===== src/rtl/filtro_comparacion.sv =====
// -----------------------------------------------------------------------------
// filtro_comparacion
//
// Debounce filter that sits after the sequential 8-bit comparator. It takes
// the comparator's registered flags q (A>B) and q_lt (A<B) and turns them
// into a stable relation state (EQ/GT/LT). A new relation is only accepted
// once it has been seen on N_ESTABLE consecutive qualified samples, where a
// qualified sample is any cycle with en=1.
//
// Parameters:
//   N_ESTABLE  consecutive qualified samples needed to switch estado (1..255)
//   CW         width of the saturating change counter cnt_cambios
//
// Ports:
//   clk          system clock, rising edge
//   rst_n        synchronous reset, active low, highest priority
//   en           sample qualifier; q/q_lt are ignored while en=0
//   q            comparator flag A>B
//   q_lt         comparator flag A<B
//   estado       filtered relation: 2'b00 EQ, 2'b01 GT, 2'b10 LT
//   cambio       one-cycle pulse, high in the cycle estado shows a new value
//   cnt_cambios  accepted relation changes, saturating at all-ones
//   err          one-cycle pulse per qualified sample with q=1 and q_lt=1
//   err_sticky   (only with FILTRO_ERR_STICKY_EN defined) latched err,
//                cleared only by rst_n
//
// Build option:
//   FILTRO_ERR_STICKY_EN  when defined, adds the err_sticky output and its
//                         register. The default build leaves it out.
//
// All outputs come straight from registers.
// -----------------------------------------------------------------------------
module filtro_comparacion #(
    parameter int N_ESTABLE = 4,
    parameter int CW        = 8
) (
    input  logic          clk,
    input  logic          rst_n,
    input  logic          en,
    input  logic          q,
    input  logic          q_lt,
    output logic [1:0]    estado,
    output logic          cambio,
    output logic [CW-1:0] cnt_cambios,
    output logic          err
`ifdef FILTRO_ERR_STICKY_EN
    ,
    output logic          err_sticky
`endif
);

    // Run counter only has to reach N_ESTABLE, so this width never wraps.
    localparam int RW = $clog2(N_ESTABLE + 1);

    localparam logic [RW-1:0] RUN_TARGET = RW'(N_ESTABLE);
    localparam logic [RW-1:0] RUN_ONE    = RW'(1);
    localparam logic [RW-1:0] RUN_ZERO   = '0;
    localparam logic [CW-1:0] CNT_MAX    = {CW{1'b1}};
    localparam logic [CW-1:0] CNT_ONE    = CW'(1);

    // Encoding doubles as the estado output code; ILLEGAL is never stored
    // in estado_r.
    typedef enum logic [1:0] {
        REL_EQ  = 2'b00,
        REL_GT  = 2'b01,
        REL_LT  = 2'b10,
        REL_ILL = 2'b11
    } rel_e;

    // Map the two comparator flags onto a relation.
    function automatic rel_e classify(input logic gt_flag, input logic lt_flag);
        rel_e rel;
        case ({gt_flag, lt_flag})
            2'b10:   rel = REL_GT;
            2'b01:   rel = REL_LT;
            2'b00:   rel = REL_EQ;
            default: rel = REL_ILL;
        endcase
        return rel;
    endfunction

    rel_e          estado_r;
    rel_e          cand_r;
    logic [RW-1:0] run_r;
    logic          cambio_r;
    logic [CW-1:0] cnt_r;
    logic          err_r;

    rel_e          raw_s;
    rel_e          estado_nx_s;
    rel_e          cand_nx_s;
    logic [RW-1:0] run_nx_s;
    logic [RW-1:0] run_step_s;
    logic          cambio_nx_s;
    logic [CW-1:0] cnt_nx_s;
    logic          err_nx_s;

    // Classify the current comparator sample.
    always_comb begin
        raw_s = classify(q, q_lt);
    end

    // Next-state logic for the debounce run, relation state and pulses.
    always_comb begin
        estado_nx_s = estado_r;
        cand_nx_s   = cand_r;
        run_nx_s    = run_r;
        run_step_s  = RUN_ZERO;
        cambio_nx_s = 1'b0;
        cnt_nx_s    = cnt_r;
        err_nx_s    = 1'b0;

        if (en) begin
            if (raw_s == REL_ILL) begin
                // Bad sample: flag it and force the run to start over.
                err_nx_s = 1'b1;
                run_nx_s = RUN_ZERO;
            end else if (raw_s == estado_r) begin
                // Current relation confirmed again; any pending run is broken.
                run_nx_s = RUN_ZERO;
            end else begin
                // A different relation restarts the count at one; the same
                // candidate extends it. After a clear (err or estado match)
                // run_r is 0, so extending also yields one.
                if (raw_s != cand_r) begin
                    run_step_s = RUN_ONE;
                end else begin
                    run_step_s = run_r + RUN_ONE;
                end

                cand_nx_s = raw_s;

                if (run_step_s == RUN_TARGET) begin
                    estado_nx_s = raw_s;
                    run_nx_s    = RUN_ZERO;
                    cambio_nx_s = 1'b1;
                    if (cnt_r == CNT_MAX) begin
                        cnt_nx_s = cnt_r;
                    end else begin
                        cnt_nx_s = cnt_r + CNT_ONE;
                    end
                end else begin
                    run_nx_s = run_step_s;
                end
            end
        end else begin
            // No sample this cycle: run and candidate hold, pulses drop.
            run_nx_s  = run_r;
            cand_nx_s = cand_r;
        end
    end

    // State and output registers with synchronous active-low reset.
    always_ff @(posedge clk) begin
        if (!rst_n) begin
            estado_r <= REL_EQ;
            cand_r   <= REL_EQ;
            run_r    <= RUN_ZERO;
            cambio_r <= 1'b0;
            cnt_r    <= '0;
            err_r    <= 1'b0;
        end else begin
            estado_r <= estado_nx_s;
            cand_r   <= cand_nx_s;
            run_r    <= run_nx_s;
            cambio_r <= cambio_nx_s;
            cnt_r    <= cnt_nx_s;
            err_r    <= err_nx_s;
        end
    end

    assign estado      = estado_r;
    assign cambio      = cambio_r;
    assign cnt_cambios = cnt_r;
    assign err         = err_r;

`ifdef FILTRO_ERR_STICKY_EN
    logic err_sticky_r;

    // Latch any err pulse on the same edge the pulse is registered.
    always_ff @(posedge clk) begin
        if (!rst_n) begin
            err_sticky_r <= 1'b0;
        end else begin
            err_sticky_r <= err_sticky_r | err_nx_s;
        end
    end

    assign err_sticky = err_sticky_r;
`endif

endmodule


===== config.mk =====
export PLATFORM = sky130hd
export DESIGN_NAME = filtro_comparacion
export DESIGN_NICKNAME = d
export VERILOG_FILES = /design/src/rtl/filtro_comparacion.sv
export SDC_FILE = /design/constraint.sdc
export NUM_CORES = 1
export LEC_CHECK = 0
export ABC_AREA = 0
export CORE_UTILIZATION = 35
export CTS_CLUSTER_DIAMETER = 60
export DETAILED_ROUTE_END_ITERATION = 6
export SYNTH_ARGS = -nofsm -noshare
export SYNTH_HDL_FRONTEND = slang
export SYNTH_SLANG_ARGS = --single-unit
export TNS_END_PERCENT = 5

===== constraint.sdc =====
create_clock -name clk -period 2.2 [get_ports clk]
set_input_delay 0.44 -clock clk [delete_from_list [all_inputs] [get_ports clk]]
set_output_delay 0.44 -clock clk [all_outputs]
set_load 0.05 [all_outputs]

* Yosys cells after proc, flatten, opt, wreduce, memory -nomap -nowiden
Cells that the tools add are included.
** Storage, ports and cells
- Memory bits (read-only) :: 0
- Memories kept :: 0
- Memory bits (writable) :: 0
- Word-level logic and storage cells :: 36
- Bits in latches :: 0
- Flip-flop bits (word level) :: 17
** Cells by class
- Add/subtract/negate cells :: 2
- Multipliers :: 0
- Shift operators :: 0
- Bitwise operators :: 5
- Divide/modulo/power cells :: 0
- Reductions and logical operators :: 6
- Mux-type cells :: 10
- Magnitude comparators :: 0
- Equality and inequality tests :: 7
** Operators by type and width (count)
- 3-bit 2-to-1 mux :: 7
- 8-bit by 1-bit adder with 8-bit output (second input constant) :: 1
- 8-bit equality test (second input constant) :: 1
- 2-bit one-hot mux with 3 select lines :: 1
- 1-bit NOT :: 5
- 5-bit AND reduction :: 1
- 2-bit equality test (second input constant) :: 2
- 4-bit AND reduction :: 1
- 4-bit OR reduction :: 1
- 3-bit by 1-bit adder with 3-bit output (second input constant) :: 1
- 3-bit equality test (second input constant) :: 1
- 3-bit AND reduction :: 1
- 2-bit by 1-bit equality test with 1-bit output (second input constant) :: 1
- 2-bit equality test :: 1
- 2-bit zero test :: 1
- 1-bit 2-to-1 mux :: 2
- 2-bit != test :: 1
- 2-bit AND reduction :: 1

* Depth between registers and ports, before layout
Gate-level depths: netlist of the first run.
- Depth in word-level cells :: 11
- Mapped depth :: 7
- Mapped depth without buffers :: 6

* Worst setup path after synthesis of the first run
OpenSTA, ideal clock, no wires.
- Kind :: reg2reg
- Start point :: register run_r[0]
- End point :: register cnt_r[7] (netlist: cnt_cambios[7])
- Arrival :: 2006 ps
- Required time :: 2058 ps
- Setup slack :: 52 ps
- Stages on the path, launching flop included :: 8
- Buffers on the path :: 1
- Cell sequence :: dfxtp_1 ha_1 nand2b_1 or4_1 a21o_1 buf_2 o311ai_0 o41ai_1
** Between the ends
- Word-level cells in the longest chain between the ends :: 7
** RTL lines
- start, declared :: RTL line 84 : logic [RW-1:0] run_r;
- start signal, assigned :: RTL line 165 : run_r <= run_nx_s;
- 3-bit by 1-bit adder with 3-bit output :: RTL line 128 : run_step_s = run_r + RUN_ONE;
- 3-bit 2-to-1 mux :: RTL line 125 : if (raw_s != cand_r) begin
- 3-bit 2-to-1 mux :: RTL line 118 : end else if (raw_s == estado_r) begin
- 3-bit 2-to-1 mux :: RTL line 114 : if (raw_s == REL_ILL) begin
- 3-bit 2-to-1 mux :: RTL line 113 : if (en) begin
- 3-bit equality test :: RTL line 133 : if (run_step_s == RUN_TARGET) begin
- 5-bit AND reduction (no source line)
- end signal, assigned :: RTL line 167 : cnt_r <= cnt_nx_s;
- end, declared :: RTL line 86 : logic [CW-1:0] cnt_r;
Every way passes these cells. The select of a mux whose other input is x is not followed.
A chain may end at the register's enable or synchronous reset.

* Worst setup path in the final report of the first run
- Start point :: register run_r[0]
- End point :: register cnt_r[3] (netlist: cnt_cambios[3])
The elaborated chain is that of the path after synthesis.

==> results of run 1 <==
-- cells in the final DEF, fill, tap and decap left out --
| cell type | n |
|---|---|
| dfxtp_1 | 16 |
| clkdlybuf4s50_1 | 14 |
| buf_4 | 12 |
| nand2_1 | 10 |
| nor2_1 | 6 |
| o21ai_0 | 5 |
| mux2i_1 | 5 |
| inv_1 | 4 |
| nand2b_1 | 4 |
| a21oi_1 | 4 |
| and3_1 | 4 |
| nand3_1 | 4 |
| xor2_1 | 3 |
| nand4b_1 | 3 |
| clkbuf_4 | 3 |
| nor2b_1 | 2 |
| a21o_1 | 2 |
| a22oi_1 | 2 |
| or4_1 | 2 |
| o31ai_1 | 2 |
| or4_4 | 2 |
| a21oi_2 | 2 |
| dlygate4sd2_1 | 2 |
| nand2b_4 | 1 |
| xnor2_1 | 1 |
| or3_1 | 1 |
| a21boi_0 | 1 |
| a31oi_1 | 1 |
| o311ai_0 | 1 |
| o41ai_1 | 1 |
| and4_1 | 1 |
| nor3b_2 | 1 |
| nor3_1 | 1 |
| nor2_2 | 1 |
| ha_4 | 1 |
| ha_1 | 1 |
| clkbuf_1 | 1 |
| dfxtp_2 | 1 |
-- logic make-up (layout without fill, tap and decap cells) --
kind of cell | after synthesis | after routing
AO/OA/AOI/OAI | 21 | 21
XOR/XNOR | 4 | 4
adder cells (fa/ha/maj) | 2 | 2
buffers and inverters | 9 | 36
flip-flops | 17 | 17
multiplexers | 5 | 5
AND/OR/NAND/NOR | 43 | 43
-- path summary, 6_finish.rpt --
path	slack [ps]	from	end
max	70	run_r[0]$_SDFFE_PN0P_	cnt_cambios[3]$_SDFFE_PN0P_
min	480	cand_r[1]$_SDFFE_PN0P_	cand_r[1]$_SDFFE_PN0P_
max reg2reg	70	run_r[0]$_SDFFE_PN0P_	cnt_cambios[3]$_SDFFE_PN0P_
min reg2reg	480	cand_r[1]$_SDFFE_PN0P_	cand_r[1]$_SDFFE_PN0P_
-- per-layer routing --
| layer | share of wire | up-vias |
|---|---|---|
| li1 | - | 415 |
| met1 | 0.48 | 365 |
| met4 | 0.0066 | 0 |
| met5 | 0 | - |
| met2 | 0.47 | 10 |
| met3 | 0.037 | 2 |
-- worst max-delay path: cells and delay by family (launching register included) --
family | cells | cell delay, ps
and+or+nand+nor | 3 | 1120
DFF | 1 | 380
AOI/OAI and AO/OA | 2 | 360
adders and majority gates | 1 | 220
-- cell type report --
type,instances,area share
repair buffers,28,0.209
clock buffers,4,0.0222
well taps,28,0.0295
inverters,4,0.0127
flip-flops and latches,17,0.288
multi-input cells,75,0.439
-- state kept, by name, summed over array words and instances, names as in the netlist --
name         count
estado           2
cand_r           2
err              1
cnt_cambios      8
cambio           1
run_r            3
-- synthesized netlist by cell type --
master,instances,area share
a22oi_1,2,0.017
and3_1,4,0.029
or4_1,4,0.035
buf_2,1,0.0058
o41ai_1,1,0.010
nor3b_1,1,0.0087
xor2_1,3,0.031
a21oi_1,6,0.035
a21boi_0,1,0.0087
mux2i_1,5,0.058
nand2_1,10,0.044
a31oi_1,1,0.0073
nor2b_1,2,0.015
buf_6,1,0.013
inv_1,4,0.017
a21o_1,2,0.017
nand4b_1,3,0.031
o31ai_1,2,0.017
nor3_1,1,0.0058
nand2b_1,5,0.036
and4_1,1,0.010
xnor2_1,1,0.010
dfxtp_1,17,0.40
or3_1,1,0.0073
o21ai_0,5,0.029
nor2_1,7,0.031
ha_1,2,0.029
clkbuf_1,3,0.013
nand3_1,4,0.023
o311ai_0,1,0.010
-- power by group through the flow --
stage | sequential [mW] | clock, mW | combinational, mW
6_report | 0.314 | 0.159 | 0.0600
4_1_cts | 0.314 | 0.169 | 0.0550
2_1_floorplan | 0.323 | 0 | 0.0277
3_3_place_gp | 0.321 | 0 | 0.0552
3_5_place_dp | 0.321 | 0 | 0.0560
5_1_grt | 0.315 | 0.183 | 0.0665
-- what timing repair did --
item	CTS	global route
gates resized for setup	5	6
setup buffers	0	1
pin swaps	1	3
setup endpoints to repair	3	7
-- stage by stage --
stage	hold WS (ps)	worst slack (ps)	TNS, ps	area [sq um]	util
after floorplan	458	51.8	0	861	-
after global placement	472	-293	-2120	1110	0.493
after detailed placement	474	-370	-2420	1110	0.493
after CTS	487	-1.98	-1.98	1150	0.509
after global routing	509	8.14	0	1190	0.526
final	482	66.5	0	1190	0.526
==> results.md, run 1 <==
* Outcome: complete, no violations
* Multiplexer area fraction after synthesis at 0.0581
* RD Place Congestion at 0.752
* Slew @ Worst Pin at 498 ps
* Reg power frac at 0.589
* Mapped cell area at 861 sq um
* Largest net degree at the start of global routing at 13
* Sw frac at 0.227
* Hold Path Cell Cnt at 2
* Multi-input logic area at 520 sq um
* Static Leak at 0.454 nW
* Share of layout cells above drive strength 1 at 0.188
* Period minus WS final at 2130 ps
* Final worst path period share at 0.970
* Mapped Nets at 108
* Crit path capture type: register
* Met1 global-route usage at 0.199
* Adder-cell share of the synthesized area at 0.0291
* Xor-xnor portion of the synthesized cell area at 0.0407
* Worst-Skew Late Latency at 280 ps
* H-tree depth at 1
* Drt first pass iters at 4
* Met2 usage at 0.258
* Cts hold-fix bufs at 0
* Cell Pwr Density at 450 nW/um^2
* Core Area at 2250 sq um
* P_sw at 0.121 mW
* Worst rel slew slack at 0.667
* Peak fanout along the critical path at 6
* Compound-Gate Fraction of Synth Area at 0.153
* # rows at 17
* DR iter-0 viols at 9
* Non-Filler Instances at 156
* Syn Area/Cell at 8.52 sq um
* Placed Cells at 151
* Fmax at 469 MHz
* Die Y at 51.6 microns
* Seq cells post-synth at 17
* Critical Path Start Type: register
* Nets at 136
* Detailed-route via count at 792
* Clk buf depth at 2
* DRC violations left at 0
* Logic pwr share at 0.112
* HP Class: register to register
* Worst EP required at 2420 ps
* CP arrival at 2360 ps
* Global-route wire length before repair at 3160 microns
* DPL Wire Length at 1350 microns
* Worst VDD drop at 0.352 mV
* Die area at 2660 sq um
* Max incr delay on CP at 530 ps
* Port Buffers at 16
* Via density at 5.08
* Simple-gate share of the synthesized area at 0.275
* RSZ-0062 raised after global routing: false
* Met3 Use GR at 0.0556
* Initial antenna violation count at 0
* Root Buffer Master: clkbuf_4
* Tot GR Track Use at 0.159
* P_int at 0.412 mW
* Ys Warns at 0
* Number of global-route vias before repair at 741
* Largest family of logic cells by synthesized area: simple AND/OR/NAND/NOR gates
* CP cell instances: ha_4 > nand2b_4 > or4_1 > a21o_1 > or4_4 > a21oi_2
* Syn Inst Count at 101
* Reg2Reg Depth at 6
* Die width at 51.6 microns
* Gr ovfl total at 0
* Worst-path clk slew at 90 ps
* Most Used Layer, Global Route: met2
* FF+latch area at 342 sq um
* Antenna diodes at 0
* Drt wl/cell at 11.6 microns
* Total power at 0.534 mW
* Clock share of power at 0.299
* Setup violations, final at 0
* Initial Util at 0.382
* Filler cell count at 219
* Clock sink total at 17
* Max Slew Vio Count at 0
* Yosys cell types at 30
* Final hold violation count at 0
* Routed Antenna Nets at 0
* Register area share after synthesis at 0.395
* Synth-to-Final Area Change at 37.8%
* CTS tree: built
* Max Cap Viol at 0
* Worst setup path class: register to register
* Final wirelength at 1820 microns
* Clk_skew at 1.66 ps
* CTS buffer count at 3
* Top-level I/O count at 17
* Worst path slowest cell: or4_4
Power figures use the tool's default switching activity.
==> run 2: changes to the inputs <==
Settings changed: PLACE_DENSITY from default to 0.67.
==> run 2 against run 1 <==
Sequential power about the same; cell count did not move; hold slack improved by 13 ps; clock skew increased by 6.1 ps; combinational power is 5.0% lower; critical path depth did not move; sequential share of layout area grew 0.35 points; flip-flop and latch count stayed put.
==> results.md, run 2 (synthesis results as in run 1) <==
* Outcome: complete, no violations
* CTS tree: built
* Non-Filler Instances at 156
* Period minus WS final at 2120 ps
* Drt wl/cell at 12.1 microns
* WL met2 at 928 microns
* Initial antenna violation count at 0
* Max Cap Viol at 0
* Die width at 51.6 microns
* Setup WS pre-CTS at -309 ps
* HP Class: register to register
* Nets at 136
* Final wirelength at 1890 microns
* RR Endpoint: cnt_cambios[5]$_SDFFE_PN0P_
* Core Area at 2250 sq um
* Worst VDD drop at 0.265 mV
* Max Slew Vio Count at 0
* Crit path capture type: register
* Synth-to-Final Area Change at 36.6%
* Via density at 5.20
* Number of global-route vias before repair at 790
* Worst path slowest cell: or4_1
* DPL Wire Length at 1380 microns
* Antenna diodes at 0
* Final hold violation count at 0
* Met3 WL post-DR at 69 microns
* Final Cell Area at 1180 sq um
* Largest net degree at the start of global routing at 13
* Fmax at 472 MHz
* Slew @ Worst Pin at 493 ps
* Final worst path period share at 0.963
* Detailed-route via count at 811
* Critical Path Start Type: register
* Top-level I/O count at 17
* Clk buf depth at 2
* Reg2Reg Depth at 6
* Root Buffer Master: clkbuf_4
* Global-route wire length before repair at 3310 microns
* Final WS setup at 80.6 ps
* Fin util at 0.522
* CTS buffer count at 3
* Hold EP: cand_r[0]$_SDFFE_PN0P_
* Commonest non-fill, non-tap cells in the layout: dfxtp_1 (15), clkdlybuf4s50_1 (14), buf_4 (11)
* Setup violations, final at 0
* Worst-Skew Late Latency at 290 ps
* Clk_skew at 7.73 ps
* CP arrival at 2350 ps
* Critical hold path startpoint: cand_r[0]$_SDFFE_PN0P_
* Peak fanout along the critical path at 5
* H-tree depth at 1
* Port Buffers at 16
* Cell Pwr Density at 462 nW/um^2
* Worst EP required at 2430 ps
* Tot GR Track Use at 0.167
* Hold Path Cell Cnt at 2
* Placed Cells at 151
* DR iter-0 viols at 13
* Commonest non-fill, non-tap cell in the layout: dfxtp_1
* DRC violations left at 0
* Initial Util at 0.382
* Drt first pass iters at 4
* Reg2reg setup slack at 80 ps
* Most used cell, CP: or4_1
* Crit path buffers/inverters at 0
* Routed Antenna Nets at 0
* Delay-heaviest family, CP: simple AND/OR/NAND/NOR gates
* Static Leak at 0.468 nW
* Share of layout cells above drive strength 1 at 0.148
* Die Y at 51.6 microns
* Cts hold-fix bufs at 0
* Clock sink total at 17
* Gr ovfl total at 0
* Worst-path clk slew at 100 ps
* Max incr delay on CP at 520 ps
* RD Place Congestion at 0.808
* Die area at 2660 sq um
* RSZ-0062 raised after global routing: false
* Cell Area, Placed at 1110 sq um
* Hold slack at 495 ps
* # rows at 17
* Number of flip-flops in the largest register at 8
* Worst setup path class: register to register
* Worst rel slew slack at 0.671
* CP cell instances: ha_4 > nand2b_4 > or4_1 > a21o_1 > or4_1 > a21oi_1
* Met1 wire length at 865 microns
* Highest Signal Layer: met4
* R2r startpoint: run_r[1]$_SDFFE_PN0P_
[run 2: repair_timing]
action                     4_1_cts  5_1_grt
buffers inserted                 1        0
pin swaps                        0        5
gates resized for setup          1        8
setup endpoints to repair        4        8
[run 2: how the worst max path moves through the flow]
stage	start	end	slack [ps]	cells past startpoint
2_1_floorplan	run_r[0]$_SDFFE_PN0P_	cnt_cambios[7]$_SDFFE_PN0P_	50	7
3_3_place_gp	q_lt	cnt_cambios[5]$_SDFFE_PN0P_	-270	6
3_5_place_dp	q_lt	cnt_cambios[2]$_SDFFE_PN0P_	-310	7
4_1_cts	q	cnt_cambios[3]$_SDFFE_PN0P_	20	6
5_1_grt	run_r[1]$_SDFFE_PN0P_	cnt_cambios[5]$_SDFFE_PN0P_	3	6
6_report	run_r[1]$_SDFFE_PN0P_	cnt_cambios[5]$_SDFFE_PN0P_	80	6
[run 2: final cells by class]
class | instances | area [sq um]
inverter | 4 | 15.0
timing repair buffer | 28 | 259
multi-input combinational | 75 | 498
clock buffer | 4 | 26.3
sequential | 17 | 343
fill | 222 | 1080
tap | 28 | 35.0
[run 2: metrics by stage]
stage                     power, mW  setup TNS (ps)
after floorplan               0.351               0
after global placement        0.374           -1870
after detailed placement      0.375           -2230
after CTS                     0.549               0
after global routing          0.570               0
final                         0.543               0
[run 2: worst min-delay path, cell delays in order, from the launching register on]
cell and delay (ps):
dfxtp_1 340, nand2_1 60, a21oi_1 60
[run 2: layer usage]
layer / up-vias / global-route usage
met5: - / 0
met4: 0 / 0.0721
met3: 2 / 0.0292
met2: 15 / 0.310
met1: 379 / 0.183
li1: 415 / -
[run 2: power breakdown]
group	leakage, nW	switching [mW]	internal, mW
Sequential	0.138	0.00300	0.312
Combinational	0.315	0.0286	0.0284
Clock	0.0150	0.100	0.0706
Total	0.468	0.132	0.411
==> run 3: changes to the inputs <==
Settings changed: CORE_MARGIN from default to 8, GPL_ROUTABILITY_DRIVEN from default to 0, PLACE_DENSITY 0.67 to 0.65.
Clock period 2.2 ns to 2.3 ns, I/O delays scaled along.
==> run 3 against run 2 <==
Flip-flop and latch count stayed put; setup slack worse by 34 ps; non-clock buffer count is 4 lower; largest cell class unchanged; sequential power fell by 4%; critical endpoint unchanged; routed wire length decreased by 0.58%; highest routed layer unchanged; die area rose by 62%.
==> results.md, run 3 (synthesis results as in run 1) <==
* Outcome: complete, no violations
* Worst EP required at 2530 ps
* Cell Pwr Density at 453 nW/um^2
* Worst VDD drop at 0.322 mV
* Die Y at 65.6 microns
* Share of layout cells above drive strength 1 at 0.121
* Tot GR Track Use at 0.0912
* Antenna diodes at 0
* Synth-to-Final Area Change at 31.5%
* Detailed-route via count at 801
* Largest net degree at the start of global routing at 14
* Max incr delay on CP at 530 ps
* Non-Filler Instances at 154
* Delay-heaviest family, CP: simple AND/OR/NAND/NOR gates
* H-tree depth at 1
* Gr ovfl total at 0
* DPL Wire Length at 1410 microns
* Core Area at 2410 sq um
* Initial antenna violation count at 0
* Drt wl/cell at 12.2 microns
* CP arrival at 2480 ps
* Initial Util at 0.357
* CTS buffer count at 3
* Routed Antenna Nets at 0
* DR iter-0 viols at 24
* Final wirelength at 1870 microns
* Critical Path Start Type: primary input
* Worst-path clk slew at 110 ps
* Static Leak at 0.433 nW
* Worst rel slew slack at 0.666
* # rows at 18
* Total power at 0.513 mW
* CTS tree: built
* Worst-Skew Late Latency at 290 ps
* HP Class: register to register
* DRC violations left at 0
* Worst setup path class: primary input to register
* Global-route wire length before repair at 3230 microns
* Cell Area, Placed at 1090 sq um
* Final hold violation count at 0
* Top-level I/O count at 17
* Drt first pass iters at 4
* Peak fanout along the critical path at 7
* Clock sink total at 17
* Crit path buffers/inverters at 1
* Clk buf depth at 2
* Placed Cells at 150
* Setup tns final at 0 ps
* Die area at 4300 sq um
* Die width at 65.6 microns
* Slew @ Worst Pin at 500 ps
* Max Slew Vio Count at 0
* Most used cell, CP: or4_1
* Number of flip-flops in the largest register at 8
* Final Cell Area at 1130 sq um
* Via density at 5.20
* Number of global-route vias before repair at 728
* Root Buffer Master: clkbuf_4
* Total setup buffers inserted after CTS at 0
* Crit path capture type: register
* Max Cap Viol at 0
* Filler cell count at 247
* Setup violations, final at 0
* Period minus WS final at 2250 ps
* Clk_skew at 2.95 ps
* Final worst path period share at 0.980
* Multi-input logic area at 490 sq um
* CP cell instances: clkdlybuf4s50_1 > xor2_1 > or4_1 > a21o_1 > or4_1 > a21oi_1
* RSZ-0062 raised after global routing: true
* Port Buffers at 16
* Worst path slowest cell: or4_1
* Fmax at 444 MHz
* Nets at 132
* FF+latch area at 342 sq um
* Commonest non-fill, non-tap cells in the layout: dfxtp_1 (16), clkdlybuf4s50_1 (16), nand2_1 (10)
## run 3: power breakdown
group | internal (mW) | switching [mW] | leakage [nW] | total (mW)
sequential | 0.298 | 0.00345 | 0.138 | 0.302
combinational | 0.0234 | 0.0254 | 0.278 | 0.0488
clock | 0.0646 | 0.0981 | 0.0177 | 0.163
total | 0.386 | 0.127 | 0.433 | 0.513
## run 3: metrics by stage
stage	hold slack, ps	util	worst slack [ps]
4_1_cts	503	0.464	43.2
5_1_grt	533	0.470	-76.2
6_report	499	0.470	46.8
3_5_place_dp	485	0.453	-243
2_1_floorplan	458	-	152
3_3_place_gp	474	0.453	-204
## run 3: worst paths after layout
path / to / start / slack [ps] / depth (start not counted)
setup / recovery: cnt_cambios[5]$_SDFFE_PN0P_ / q / 50 / 6
hold / removal: cnt_cambios[7]$_SDFFE_PN0P_ / cnt_cambios[7]$_SDFFE_PN0P_ / 500 / 1
setup reg to reg: cnt_cambios[5]$_SDFFE_PN0P_ / run_r[0]$_SDFFE_PN0P_ / 50 / 6
hold reg to reg: cnt_cambios[7]$_SDFFE_PN0P_ / cnt_cambios[7]$_SDFFE_PN0P_ / 500 / 1
## run 3: repair_timing
action                     in CTS  in global routing
resized for setup               0                  3
setup endpoints to repair       0                  5
hold buffers                    0                  0
## run 3: area by class of cell
type,instances,area share
multi-input cells,75,0.433
repair buffers,24,0.194
flip-flops and latches,17,0.302
inverters,4,0.0133
clock buffers,3,0.0199
well taps,30,0.0331
clock inverters,1,0.00442
## run 3: layer usage
| layer | part of all wire | wire length, microns | vias to the layer above | global-route usage |
|---|---|---|---|---|
| met3 | 0.045 | 85 | 2 | 0.0323 |
| met2 | 0.44 | 818 | 12 | 0.145 |
| met5 | 0 | 0 | - | 0 |
| met1 | 0.51 | 963 | 379 | 0.114 |
| met4 | 0.0032 | 6 | 0 | 0.0245 |
| li1 | - | - | 408 | - |
